$ cat config.mk
export PLATFORM = sky130hd
export DESIGN_NAME = rrd_exe_skid_buffer
export DESIGN_NICKNAME = d
export VERILOG_FILES = /design/src/rtl/rrd_pipe_pkg.sv /design/src/rtl/rrd_slot_update.sv /design/src/rtl/rrd_exe_skid_buffer.sv
export SDC_FILE = /design/constraint.sdc
export NUM_CORES = 1
export LEC_CHECK = 0
export ABC_AREA = 1
export CORE_ASPECT_RATIO = 0.9
export CORE_UTILIZATION = 42
export CTS_CLUSTER_SIZE = 16
export DETAILED_ROUTE_END_ITERATION = 10
export PLACE_DENSITY = 0.71
export SLEW_MARGIN = 15
export SYNTH_ARGS = -nofsm -noshare
export SYNTH_HDL_FRONTEND = slang
export SYNTH_SLANG_ARGS = --single-unit
$ cat constraint.sdc
create_clock -name clock -period 19.1 [get_ports clock]
set_input_delay 3.82 -clock clock [delete_from_list [all_inputs] [get_ports clock]]
set_output_delay 3.82 -clock clock [all_outputs]
set_load 0.01 [all_outputs]
$ cat src/rtl/rrd_pipe_pkg.sv
// Shared constants, slot record and branch-kill helper for the RRD -> EXE skid buffer.
package rrd_pipe_pkg;

    localparam int unsigned XLEN  = 64;
    localparam int unsigned BR_W  = 20;
    localparam int unsigned UOP_W = 128;

    // One buffered uop together with its operands.
    typedef struct packed {
        logic             valid;
        logic [UOP_W-1:0] uop;
        logic [BR_W-1:0]  br_mask;
        logic [XLEN-1:0]  rs1;
        logic [XLEN-1:0]  rs2;
    } rrd_slot_t;

    // True when any branch this uop depends on was mispredicted.
    function automatic logic br_killed(input logic [BR_W-1:0] mask,
                                       input logic [BR_W-1:0] mispredict);
        return |(mask & mispredict);
    endfunction

endpackage

$ cat src/rtl/rrd_slot_update.sv
// Applies one cycle of branch resolution and kill to a single slot.
// Purely combinational; used for both stored slots and the incoming uop.
module rrd_slot_update
    import rrd_pipe_pkg::*;
(
    input  rrd_slot_t       cur,
    input  logic [BR_W-1:0] resolve_mask,
    input  logic [BR_W-1:0] mispredict_mask,
    input  logic            kill,
    output rrd_slot_t       upd
);

    // Clear resolved bits and gate valid with flush / mispredict; mispredict beats resolve.
    always_comb begin
        upd         = cur;
        upd.br_mask = cur.br_mask & ~resolve_mask;
        upd.valid   = cur.valid & ~kill & ~br_killed(cur.br_mask, mispredict_mask);
    end

endmodule

$ cat src/rtl/rrd_exe_skid_buffer.sv
// Two-entry skid buffer between register-read and the integer execution unit.
// Head lives in slot 0; io_in_ready depends only on registered state.
// Optional perf counters are enabled by defining RRD_EXE_SKID_BUFFER_PERF_EN.
module rrd_exe_skid_buffer
    import rrd_pipe_pkg::*;
(
    input  logic             clock,
    input  logic             reset,
    input  logic             io_in_valid,
    output logic             io_in_ready,
    input  logic [UOP_W-1:0] io_in_uop,
    input  logic [BR_W-1:0]  io_in_br_mask,
    input  logic [XLEN-1:0]  io_in_rs1_data,
    input  logic [XLEN-1:0]  io_in_rs2_data,
    input  logic [BR_W-1:0]  io_brupdate_resolve_mask,
    input  logic [BR_W-1:0]  io_brupdate_mispredict_mask,
    input  logic             io_kill,
    output logic             io_out_valid,
    input  logic             io_out_ready,
    output logic [UOP_W-1:0] io_out_uop,
    output logic [BR_W-1:0]  io_out_br_mask,
    output logic [XLEN-1:0]  io_out_rs1_data,
`ifdef RRD_EXE_SKID_BUFFER_PERF_EN
    output logic [XLEN-1:0]  io_out_rs2_data,
    output logic [31:0]      io_perf_stall_cycles,
    output logic [31:0]      io_perf_kill_count
`else
    output logic [XLEN-1:0]  io_out_rs2_data
`endif
);

    rrd_slot_t slot0_q, slot1_q;
    rrd_slot_t slot0_d, slot1_d;
    rrd_slot_t in_cur, in_upd, s0_upd, s1_upd;
    logic      deq, enq, s0_keep;

    // Incoming uop viewed as a slot so it gets the same resolve / kill treatment.
    always_comb begin
        in_cur.valid   = io_in_valid;
        in_cur.uop     = io_in_uop;
        in_cur.br_mask = io_in_br_mask;
        in_cur.rs1     = io_in_rs1_data;
        in_cur.rs2     = io_in_rs2_data;
    end

    rrd_slot_update u_upd_in (
        .cur             (in_cur),
        .resolve_mask    (io_brupdate_resolve_mask),
        .mispredict_mask (io_brupdate_mispredict_mask),
        .kill            (io_kill),
        .upd             (in_upd)
    );

    rrd_slot_update u_upd_s0 (
        .cur             (slot0_q),
        .resolve_mask    (io_brupdate_resolve_mask),
        .mispredict_mask (io_brupdate_mispredict_mask),
        .kill            (io_kill),
        .upd             (s0_upd)
    );

    rrd_slot_update u_upd_s1 (
        .cur             (slot1_q),
        .resolve_mask    (io_brupdate_resolve_mask),
        .mispredict_mask (io_brupdate_mispredict_mask),
        .kill            (io_kill),
        .upd             (s1_upd)
    );

    // Head presentation: a killed head is hidden, resolved bits cleared on the way out.
    always_comb begin
        io_in_ready     = ~slot1_q.valid;
        io_out_valid    = s0_upd.valid;
        io_out_uop      = slot0_q.uop;
        io_out_br_mask  = s0_upd.br_mask;
        io_out_rs1_data = slot0_q.rs1;
        io_out_rs2_data = slot0_q.rs2;
    end

    // Next state: drop killed / dequeued, compact slot1 down, then enqueue into lowest free slot.
    always_comb begin
        deq     = s0_upd.valid & io_out_ready;
        enq     = in_upd.valid & io_in_ready;
        s0_keep = s0_upd.valid & ~deq;
        slot0_d = s0_upd;
        slot1_d = s1_upd;
        if (s0_keep) begin
            // slot1 can only be free here if enq is allowed; full buffer never enqueues.
            if (!s1_upd.valid) begin
                slot1_d       = in_upd;
                slot1_d.valid = enq;
            end
        end else if (s1_upd.valid) begin
            slot0_d       = s1_upd;
            slot1_d       = in_upd;
            slot1_d.valid = enq;
        end else begin
            slot0_d       = in_upd;
            slot0_d.valid = enq;
            slot1_d.valid = 1'b0;
        end
    end

    // Slot registers; asynchronous reset empties the buffer immediately.
    always_ff @(posedge clock or posedge reset) begin
        if (reset) begin
            slot0_q <= '0;
            slot1_q <= '0;
        end else begin
            slot0_q <= slot0_d;
            slot1_q <= slot1_d;
        end
    end

`ifdef RRD_EXE_SKID_BUFFER_PERF_EN
    logic [31:0] stall_q, kills_q;
    logic [1:0]  kill_inc;
    logic [32:0] stall_sum, kills_sum;

    // A stored slot was dropped by flush/mispredict when it was valid but its update is not.
    always_comb begin
        kill_inc  = {1'b0, slot0_q.valid & ~s0_upd.valid}
                  + {1'b0, slot1_q.valid & ~s1_upd.valid};
        stall_sum = {1'b0, stall_q} + {32'd0, io_out_valid & ~io_out_ready};
        kills_sum = {1'b0, kills_q} + {31'd0, kill_inc};
    end

    // Saturating performance counters.
    always_ff @(posedge clock or posedge reset) begin
        if (reset) begin
            stall_q <= '0;
            kills_q <= '0;
        end else begin
            stall_q <= stall_sum[32] ? 32'hFFFF_FFFF : stall_sum[31:0];
            kills_q <= kills_sum[32] ? 32'hFFFF_FFFF : kills_sum[31:0];
        end
    end

    assign io_perf_stall_cycles = stall_q;
    assign io_perf_kill_count   = kills_q;
`endif

endmodule

==> run_results.csv, run 1 <==
group,metric,value,unit
critical_path,cp-end-kind,"output pin",
critical_path,worstSetupPathType,"in -> out",
drt,first_pass_iters,6,
global_route,grt_pass1_wl,129,mm
drt,vias,23008,
clock_network,numCtsBuffers,58,
critical_path,crit_path_start_kind,"primary input",
floorplan,ios,599,
power_and_ir_drop,clockPowerShare,42.6,%
sta,final-hold-violation-count,0,
logic_synthesis,syn-instance-count,3524,
floorplan,die_w,272,um
logic_synthesis,synth_edf_count,0,
placement,dp_hpwl,52.4,mm
finish,syn2layout_area_growth,22.8,%
sta,rsz0062_at_grt,"no",
sta,finalMaxSlewViolations,0,
critical_path,slowest_stage,"clkdlybuf4s50_1",
logic_synthesis,yosysUniqueCellTypes,22,
clock_network,clk_pin_slew,0.06,ns
logic_synthesis,ys_seq_area_share,50.2,%
global_route,grt_usage,24.4,%
clock_network,ctsResizeCount,0,
logic_synthesis,ys_seq_elements,554,
placement,postPlaceCellArea,32000,um2
power_and_ir_drop,p_per_area,79.0,nW/um2
sta,timing.fmax,106,MHz
floorplan,std_cell_rows,88,
finish,final_nets,4057,
critical_path,max_stage_delay,0.59,ns
drt,drcViolationCount,0,
critical_path,arrival,5.62,ns
global_route,grt_remaining_overflow,0,
logic_synthesis,syn_avg_cell_area,7.83,um2
critical_path,worstPathMaxFanout,3,
sta,fin_crit_sh,49.4,%
job,cap_violations,0,
clock_network,post_cts_buffers,0,
logic_synthesis,syn_nets,3845,
finish,nFillCells,6091,
finish,layout_common_cells,"nand2_1 (1454), clkdlybuf4s50_1 (598), dfrtp_1 (554)",
logic_synthesis,synth.top_cell.area_share,50.2,%
clock_network,tritoncts,"yes",
drt,postRouteAntennaNets,0,
sta,slew_headroom,19.2,%
power_and_ir_drop,swShare,23.6,%
sta,setup_tns,0,ns
drt,drt_iter0_markers,1915,
critical_path,crit_family,"buffers and inverters",
sta,tightestPinTransition,1.21,ns
clock_network,cts-root-buf,"clkbuf_16",
global_route,antenna_found_initial,22,
outcome,outcome,"completed",
floorplan,coreArea,64500,um2
global_route,grt_pass1_vias,22060,
critical_path,required,15.28,ns
clock_network,worst_skew_pair.late_latency,0.60,ns
finish,final_area,33900,um2
sta,hold_ws,0.475,ns
logic_synthesis,yosysWarnings,0,
placement,port_buffers,598,
finish,drive_gt1_share,3.10,%
drt,wl_per_cell,17.9,um
floorplan,die_h,245,um
floorplan,initial_core_util,42.8,%
critical_path,critPathBufInv,3,
hold_path,min_path_type,"reg -> reg",
drt,totalWireLength,83.1,mm
clock_network,postCtsHoldBufs,0,
power_and_ir_drop,switchingPower,0.631,mW
logic_synthesis,yosysTopAreaCell,"dfrtp_1",
power_and_ir_drop,p_leak,17.6,nW
power_and_ir_drop,p_seq_share,47.0,%
logic_synthesis,synth-main-ff-cell,"dfrtp_1",
clock_network,clk_path_buf_depth,3,
logic_synthesis,synth_area_leaders,"dfrtp_1 (50%), nand2_1 (20%), buf_4 (7.6%)",
floorplan,fp.dieArea,66700,um2
critical_path,critPathLaunch,"io_brupdate_mispredict_mask[6]",
sta,final.setup_skew,0.0250,ns
critical_path,r2r_start,"slot1_q[143]",
logic_synthesis,ys_async_sr_fraction,100,%
power_and_ir_drop,p_int,2.05,mW
sta,fin_crit,9.44,ns
power_and_ir_drop,irDropWorstVdd,65.1,uV
critical_path,worstPathCellList,"clkdlybuf4s50_1, nand2_1, nand2_1, nor3_2, inv_2, nor2_2, clkdlybuf4s50_1",
logic_synthesis,synth_area,27600,um2
power_and_ir_drop,comb_power_share,10.4,%
placement,gp_congestion,0.942,
global_route,grt_max_degree,183,
sta,setup_violations,0,
finish,final_common_cell,"nand2_1",
clock_network,ctsHtreeMaxLevel,2,
clock_network,cts_sinks,554,
drt,via_per_inst,4.96,
hold_path,hold_start,"io_out_uop[109]",
## logic make-up after synthesis
kind of cell | count (synthesis) | share of synthesized area (%)
AND/OR/NAND/NOR | 1781 | 25.6
flip-flops | 554 | 50.2
buffers and inverters | 799 | 15.2
AO/OA/AOI/OAI | 390 | 8.96
## synthesized netlist by cell type, types with 13 or more instances
master	count
dfrtp_1	554
inv_1	329
buf_2	94
o21ai_1	37
buf_1	13
nand3_1	265
clkbuf_1	77
o211ai_1	201
nand2_1	1456
nor2_1	47
buf_4	279
o21ai_0	146
## metal layers
metal  track usage (%)  part of all wire [%]  up-vias
li1                  -                     -    11233
met1              32.2                    42    10930
met2              38.0                    47      660
met3              6.77                   7.5      167
met4              9.65                   3.8       18
met5                 0                  0.14        -
## power groups by stage
stage               Combinational [mW]  Sequential, mW  Clock (mW)
CTS                              0.282            1.26        1.17
finish                           0.278            1.26        1.14
global route                     0.308            1.26        1.21
floorplan                        0.152            1.27           0
detailed placement               0.280            1.28           0
global placement                 0.277            1.28           0
## per-stage QoR
step / std cells / setup WS (ns) / power [mW] / util, %
after detailed placement: 4531 / 9.67 / 1.56 / 49.6
after global placement: 4531 / 9.66 / 1.55 / 49.6
final: 4643 / 9.66 / 2.68 / 52.5
after global routing: 4643 / 9.58 / 2.79 / 52.5
after floorplan: 3524 / 7.74 / 1.42 / -
after CTS: 4631 / 9.66 / 2.71 / 52.5
## tightest hold or removal path: cells and delay by family (launching register included)
family | cells | cell delay (ns)
flops | 1 | 0.34
simple gates | 2 | 0.10
## path summary, 6_finish.rpt
check	cells past startpoint	end	slack, ns
worst max register to register	12	slot1_q[75]	14.83
min in group asynchronous	2	io_out_rs2_data[50]	3.76
worst min register to register	2	io_out_uop[109]	0.48
max in group asynchronous	5	slot1_q[149]	12.46
worst max-delay path	7	io_out_valid	9.66
worst min-delay path	2	io_out_uop[109]	0.48
## state kept, by name (all words and copies together), names as in the netlist
name,cells
slot0_q,21
io_out_uop,128
io_out_rs1_data,64
io_out_rs2_data,64
slot1_q,277
## cell type report
type | instances | area, um2 | area share [%]
Sequential cell | 554 | 13900 | 40.9
Multi-Input combinational cell | 2171 | 9590 | 28.3
Timing Repair Buffer | 620 | 6200 | 18.3
Clock buffer | 88 | 1680 | 4.97
Inverter | 331 | 1250 | 3.70
Tap cell | 855 | 1070 | 3.16
Clock inverter | 12 | 199 | 0.587
Antenna cell | 12 | 30.0 | 0.0886
Power figures use the tool's default switching activity.
==> run 2, diff against run 1 <==
Clock period 19.1 ns to 8.38 ns, I/O delays scaled along.
==> run 2 against run 1 <==
Compared with the run above:
- first-iteration DRC count rose by 6.7%
- final cell count barely moved
- setup slack got worse by 6.5 ns
- sequential power rose by 130%
- clock power rose by 120%
- largest power group unchanged
- largest cell class unchanged
- critical path type is now in -> reg
==> run_results.csv, run 2 (synthesized netlist as in run 1, its figures left out) <==
group,metric,value,unit
finish,final_common_cell,"nand2_1",
critical_path,arrival,5.70,ns
critical_path,r2r_slack,4.36,ns
global_route,antenna_found_initial,18,
clock_network,cts-root-buf,"clkbuf_16",
drt,drt_iter0_markers,2043,
drt,first_pass_iters,8,
clock_network,ctsResizeCount,0,
sta,fin_crit,5.21,ns
drt,totalWireLength,82.6,mm
finish,syn2layout_area_growth,22.8,%
sta,hold_ws,0.477,ns
finish,largest_reg_flops,277,
critical_path,max_stage_delay,0.85,ns
finish,drive_gt1_share,3.26,%
placement,port_buffers,598,
critical_path,crit_family,"simple AND/OR/NAND/NOR gates",
clock_network,numCtsBuffers,58,
clock_network,clk_pin_slew,0.06,ns
finish,largest_register,"slot1_q",
floorplan,initial_core_util,42.8,%
clock_network,ctsHtreeMaxLevel,2,
clock_network,clk_path_buf_depth,3,
drt,vias,22984,
critical_path,critPathMostFrequentCell,"nand2_1",
sta,final-hold-violation-count,0,
placement,gp_congestion,0.923,
sta,tightestPinTransition,1.12,ns
clock_network,postCtsHoldBufs,0,
floorplan,die_h,245,um
floorplan,std_cell_rows,88,
finish,layout_common_cells,"nand2_1 (1454), clkdlybuf4s50_1 (598), dfrtp_1 (554)",
floorplan,ios,599,
clock_network,post_cts_buffers,0,
critical_path,cp-end-kind,"flip-flop",
sta,timing.fmax,192,MHz
finish,final_nets,4055,
job,cap_violations,0,
outcome,outcome,"completed",
sta,fin_crit_sh,62.1,%
global_route,grt_max_degree,181,
sta,finalMaxSlewViolations,0,
drt,drcViolationCount,0,
floorplan,fp.dieArea,66700,um2
sta,setup_violations,0,
drt,wl_per_cell,17.8,um
critical_path,slowest_stage,"nand2_8",
global_route,grt_pass1_wl,129,mm
clock_network,worst_skew_pair.late_latency,0.61,ns
sta,slew_headroom,25.1,%
power_and_ir_drop,p_per_area,177,nW/um2
sta,setup_tns,0,ns
clock_network,tritoncts,"yes",
power_and_ir_drop,irDropWorstVdd,152,uV
global_route,grt_remaining_overflow,0,
critical_path,required,8.87,ns
global_route,grt_usage,24.3,%
drt,postRouteAntennaNets,0,
critical_path,critPathBufInv,2,
critical_path,worstPathCellList,"clkdlybuf4s50_1, nand2_1, nand2_1, nor2_1, nand2_1, nor2_1, nand3_4, nand2_8, nand2_8, buf_12, nand2_1, nand2_1",
power_and_ir_drop,p_leak,17.6,nW
sta,rsz0062_at_grt,"no",
critical_path,worstSetupPathType,"in -> reg",
finish,fin_util,52.5,%
floorplan,die_w,272,um
critical_path,crit_path_start_kind,"primary input",
placement,dp_hpwl,51.8,mm
floorplan,coreArea,64500,um2
hold_path,min_path_type,"reg -> reg",
clock_network,cts_sinks,554,
global_route,grt_pass1_vias,22555,
drt,via_per_inst,4.95,
critical_path,worstPathMaxFanout,98,
sta,final.setup_skew,0.0308,ns
-- run 2: cell types whose count changed in the layout (fill, tap and decap cells not counted), sizes merged --
cell,before,now
diode,12,13
bufinv,5,1
clkinv,6,15
buf,22,20
inv,330,335
clkbuf,88,81
clkinvlp,2,3
-- run 2: power by group --
part / internal [mW] / leakage [nW] / switching (mW)
combinational: 0.340 / 9.69 / 0.294
clock: 1.40 / 0.899 / 1.11
sequential: 2.80 / 6.99 / 0.0734
-- run 2: per-layer routing --
metal	track usage (%)	wire, um
met5	0	44
met2	38.3	38800
met3	5.34	5850
met4	11.1	3430
met1	32.0	34500
-- run 2: per-stage QoR --
step	worst slack, ns	area [um2]	power (mW)	instances
finish	3.17	33900	6.01	4646
CTS	3.19	33800	6.08	4633
global placement	2.54	32000	3.55	4529
floorplan	-0.836	27600	3.24	3524
detailed placement	2.58	32000	3.56	4529
global route	2.93	33900	6.26	4646
-- run 2: final timing paths --
path	startpoint	to	cells after the start
max	io_brupdate_mispredict_mask[19]	slot1_q[199]	12
min	io_out_uop[17]	io_out_uop[17]	2
max reg2reg	slot0_q[139]	slot1_q[199]	11
min reg2reg	io_out_uop[17]	io_out_uop[17]	2
max in group asynchronous	reset	io_out_uop[101]	4
min in group asynchronous	reset	slot0_q[139]	2
-- run 2: area by class of cell --
cell class / count / area (um2)
antenna: 13 / 32.5
clock buffer: 81 / 1640
clock inverter: 23 / 170
fill: 6028 / 30600
inverter: 331 / 1250
multi-input combinational: 2171 / 9590
sequential: 554 / 13900
tap: 855 / 1070
timing repair buffer: 618 / 6260
-- run 2: tightest hold or removal path, cell delays in order, from the launching register on --
cell     delay, ns
dfrtp_1       0.34
nand2_1       0.05
nand2_1       0.05
==> run 3, diff against run 2 <==
Settings changed: PLACE_DENSITY 0.71 to 0.68.
Clock period 8.38 ns to 5.2 ns, I/O delays scaled along.
==> run 3 against run 2 <==
Compared with the run above:
- hold slack worse by 0.0021 ns
- final cell count is 0.60% higher
- cell area is 1.5% higher
- clock skew is 0.0087 ns lower
- critical endpoint is now io_out_valid
- largest power group unchanged
==> run_results.csv, run 3 (synthesized netlist as in run 1, its figures left out) <==
group,metric,value,unit
sta,final-hold-violation-count,0,
clock_network,cts-root-buf,"clkbuf_16",
hold_path,min_path_type,"reg -> reg",
drt,vias,23302,
floorplan,std_cell_rows,88,
power_and_ir_drop,p_leak,17.8,nW
placement,postPlaceCellArea,32300,um2
global_route,grt_pass1_wl,131,mm
finish,drive_gt1_share,3.82,%
placement,port_buffers,598,
power_and_ir_drop,irDropWorstVdd,303,uV
global_route,grt_usage,24.8,%
sta,final.setup_skew,0.0221,ns
floorplan,ios,599,
floorplan,die_w,272,um
finish,final_nets,4071,
placement,dp_cells,4545,
critical_path,crit_path_start_kind,"primary input",
drt,wl_per_cell,18.0,um
drt,first_pass_iters,6,
power_and_ir_drop,p_per_area,293,nW/um2
sta,setup_violations,0,
placement,gp_congestion,0.919,
sta,tightestPinTransition,0.985,ns
drt,drt_iter0_markers,1823,
clock_network,postCtsHoldBufs,0,
finish,final_cells,4674,
clock_network,worst_skew_pair.late_latency,0.61,ns
critical_path,worstSetupPathType,"in -> out",
global_route,grt_pass1_vias,22538,
finish,largest_register,"slot1_q",
outcome,outcome,"completed",
sta,hold_ws,0.474,ns
floorplan,coreArea,64500,um2
critical_path,worstPathMaxFanout,3,
sta,finalMaxSlewViolations,0,
finish,layout_common_cells,"nand2_1 (1454), clkdlybuf4s50_1 (598), dfrtp_1 (554)",
finish,syn2layout_area_growth,24.7,%
clock_network,clk_pin_slew,0.06,ns
clock_network,post_cts_buffers,0,
critical_path,r2r_slack,2.45,ns
floorplan,fp.dieArea,66700,um2
clock_network,ctsResizeCount,0,
job,cap_violations,0,
clock_network,cts_sinks,554,
critical_path,cp-end-kind,"output pin",
sta,slew_headroom,34.2,%
finish,nFillCells,6141,
floorplan,die_h,245,um
drt,totalWireLength,84.0,mm
sta,rsz0062_at_grt,"no",
global_route,antenna_found_initial,26,
clock_network,numCtsBuffers,58,
clock_network,clk_path_buf_depth,3,
finish,final_area,34400,um2
clock_network,tritoncts,"yes",
global_route,grt_remaining_overflow,0,
sta,fin_crit,3.95,ns
global_route,grt_max_degree,158,
critical_path,arrival,2.91,ns
sta,timing.fmax,253,MHz
drt,via_per_inst,4.99,
placement,dp_hpwl,54.0,mm
drt,postRouteAntennaNets,0,
finish,final_common_cell,"nand2_1",
drt,drcViolationCount,0,
sta,fin_crit_sh,76.0,%
critical_path,required,4.16,ns
floorplan,initial_core_util,42.8,%
clock_network,ctsHtreeMaxLevel,2,
finish,largest_reg_flops,277,
## run 3: changes by cell type in the layout (fill, tap and decap cells not counted), moves of 2 or more
cell | before | now
diode_2 | 13 | 23
bufinv_16 | 1 | 7
clkinv_2 | 14 | 11
buf_4 | 10 | 12
buf_12 | 10 | 24
inv_6 | 4 | 1
clkbuf_1 | 14 | 10
clkbuf_8 | 8 | 14
## run 3: final cells by class
class,count,area (um2),share of cell area (%)
flip-flops and latches,554,13900,40.3
multi-input cells,2171,9590,27.9
repair buffers,634,6560,19.1
clock buffers,83,1710,4.96
inverters,331,1250,3.64
well taps,855,1070,3.11
clock inverters,23,307,0.891
diodes,23,57.6,0.167
## run 3: critical path: stages
cell	delay [ns]
clkdlybuf4s50_1	0.50
nand2_1	0.14
nand2_1	0.10
nor3_2	0.31
inv_2	0.06
nor2_2	0.20
clkdlybuf4s50_1	0.58
## run 3: path summary, 6_finish.rpt
path,from,cells past startpoint,end
max,io_brupdate_mispredict_mask[15],7,io_out_valid
min,io_out_uop[72],2,io_out_uop[72]
max reg2reg,slot1_q[136],12,slot1_q[168]
min reg2reg,io_out_uop[72],2,io_out_uop[72]
max in group asynchronous,reset,4,slot1_q[91]
min in group asynchronous,reset,2,slot1_q[46]
## run 3: power by group
group | internal [mW] | switching [mW]
combinational | 0.559 | 0.481
sequential | 4.51 | 0.112
clock | 2.62 | 1.80
total | 7.69 | 2.39
## run 3: routing by layer
layer	vias up	global-route usage (%)	wire, um
met1	11161	32.3	34800
met4	8	12.0	3460
met5	-	0	55
li1	11267	-	-
met2	688	38.6	39600
met3	178	6.21	6060
## run 3: through the flow
stage	power, mW	setup slack, ns	setup TNS, ns	utilization, %
after detailed placement	5.74	1.24	0	50.1
after CTS	10.2	1.23	0	53.2
after floorplan	5.23	-3.38	-1872.41	-
after global routing	10.5	1.14	0	53.3
final	10.1	1.25	0	53.3
after global placement	5.73	1.24	0	50.1
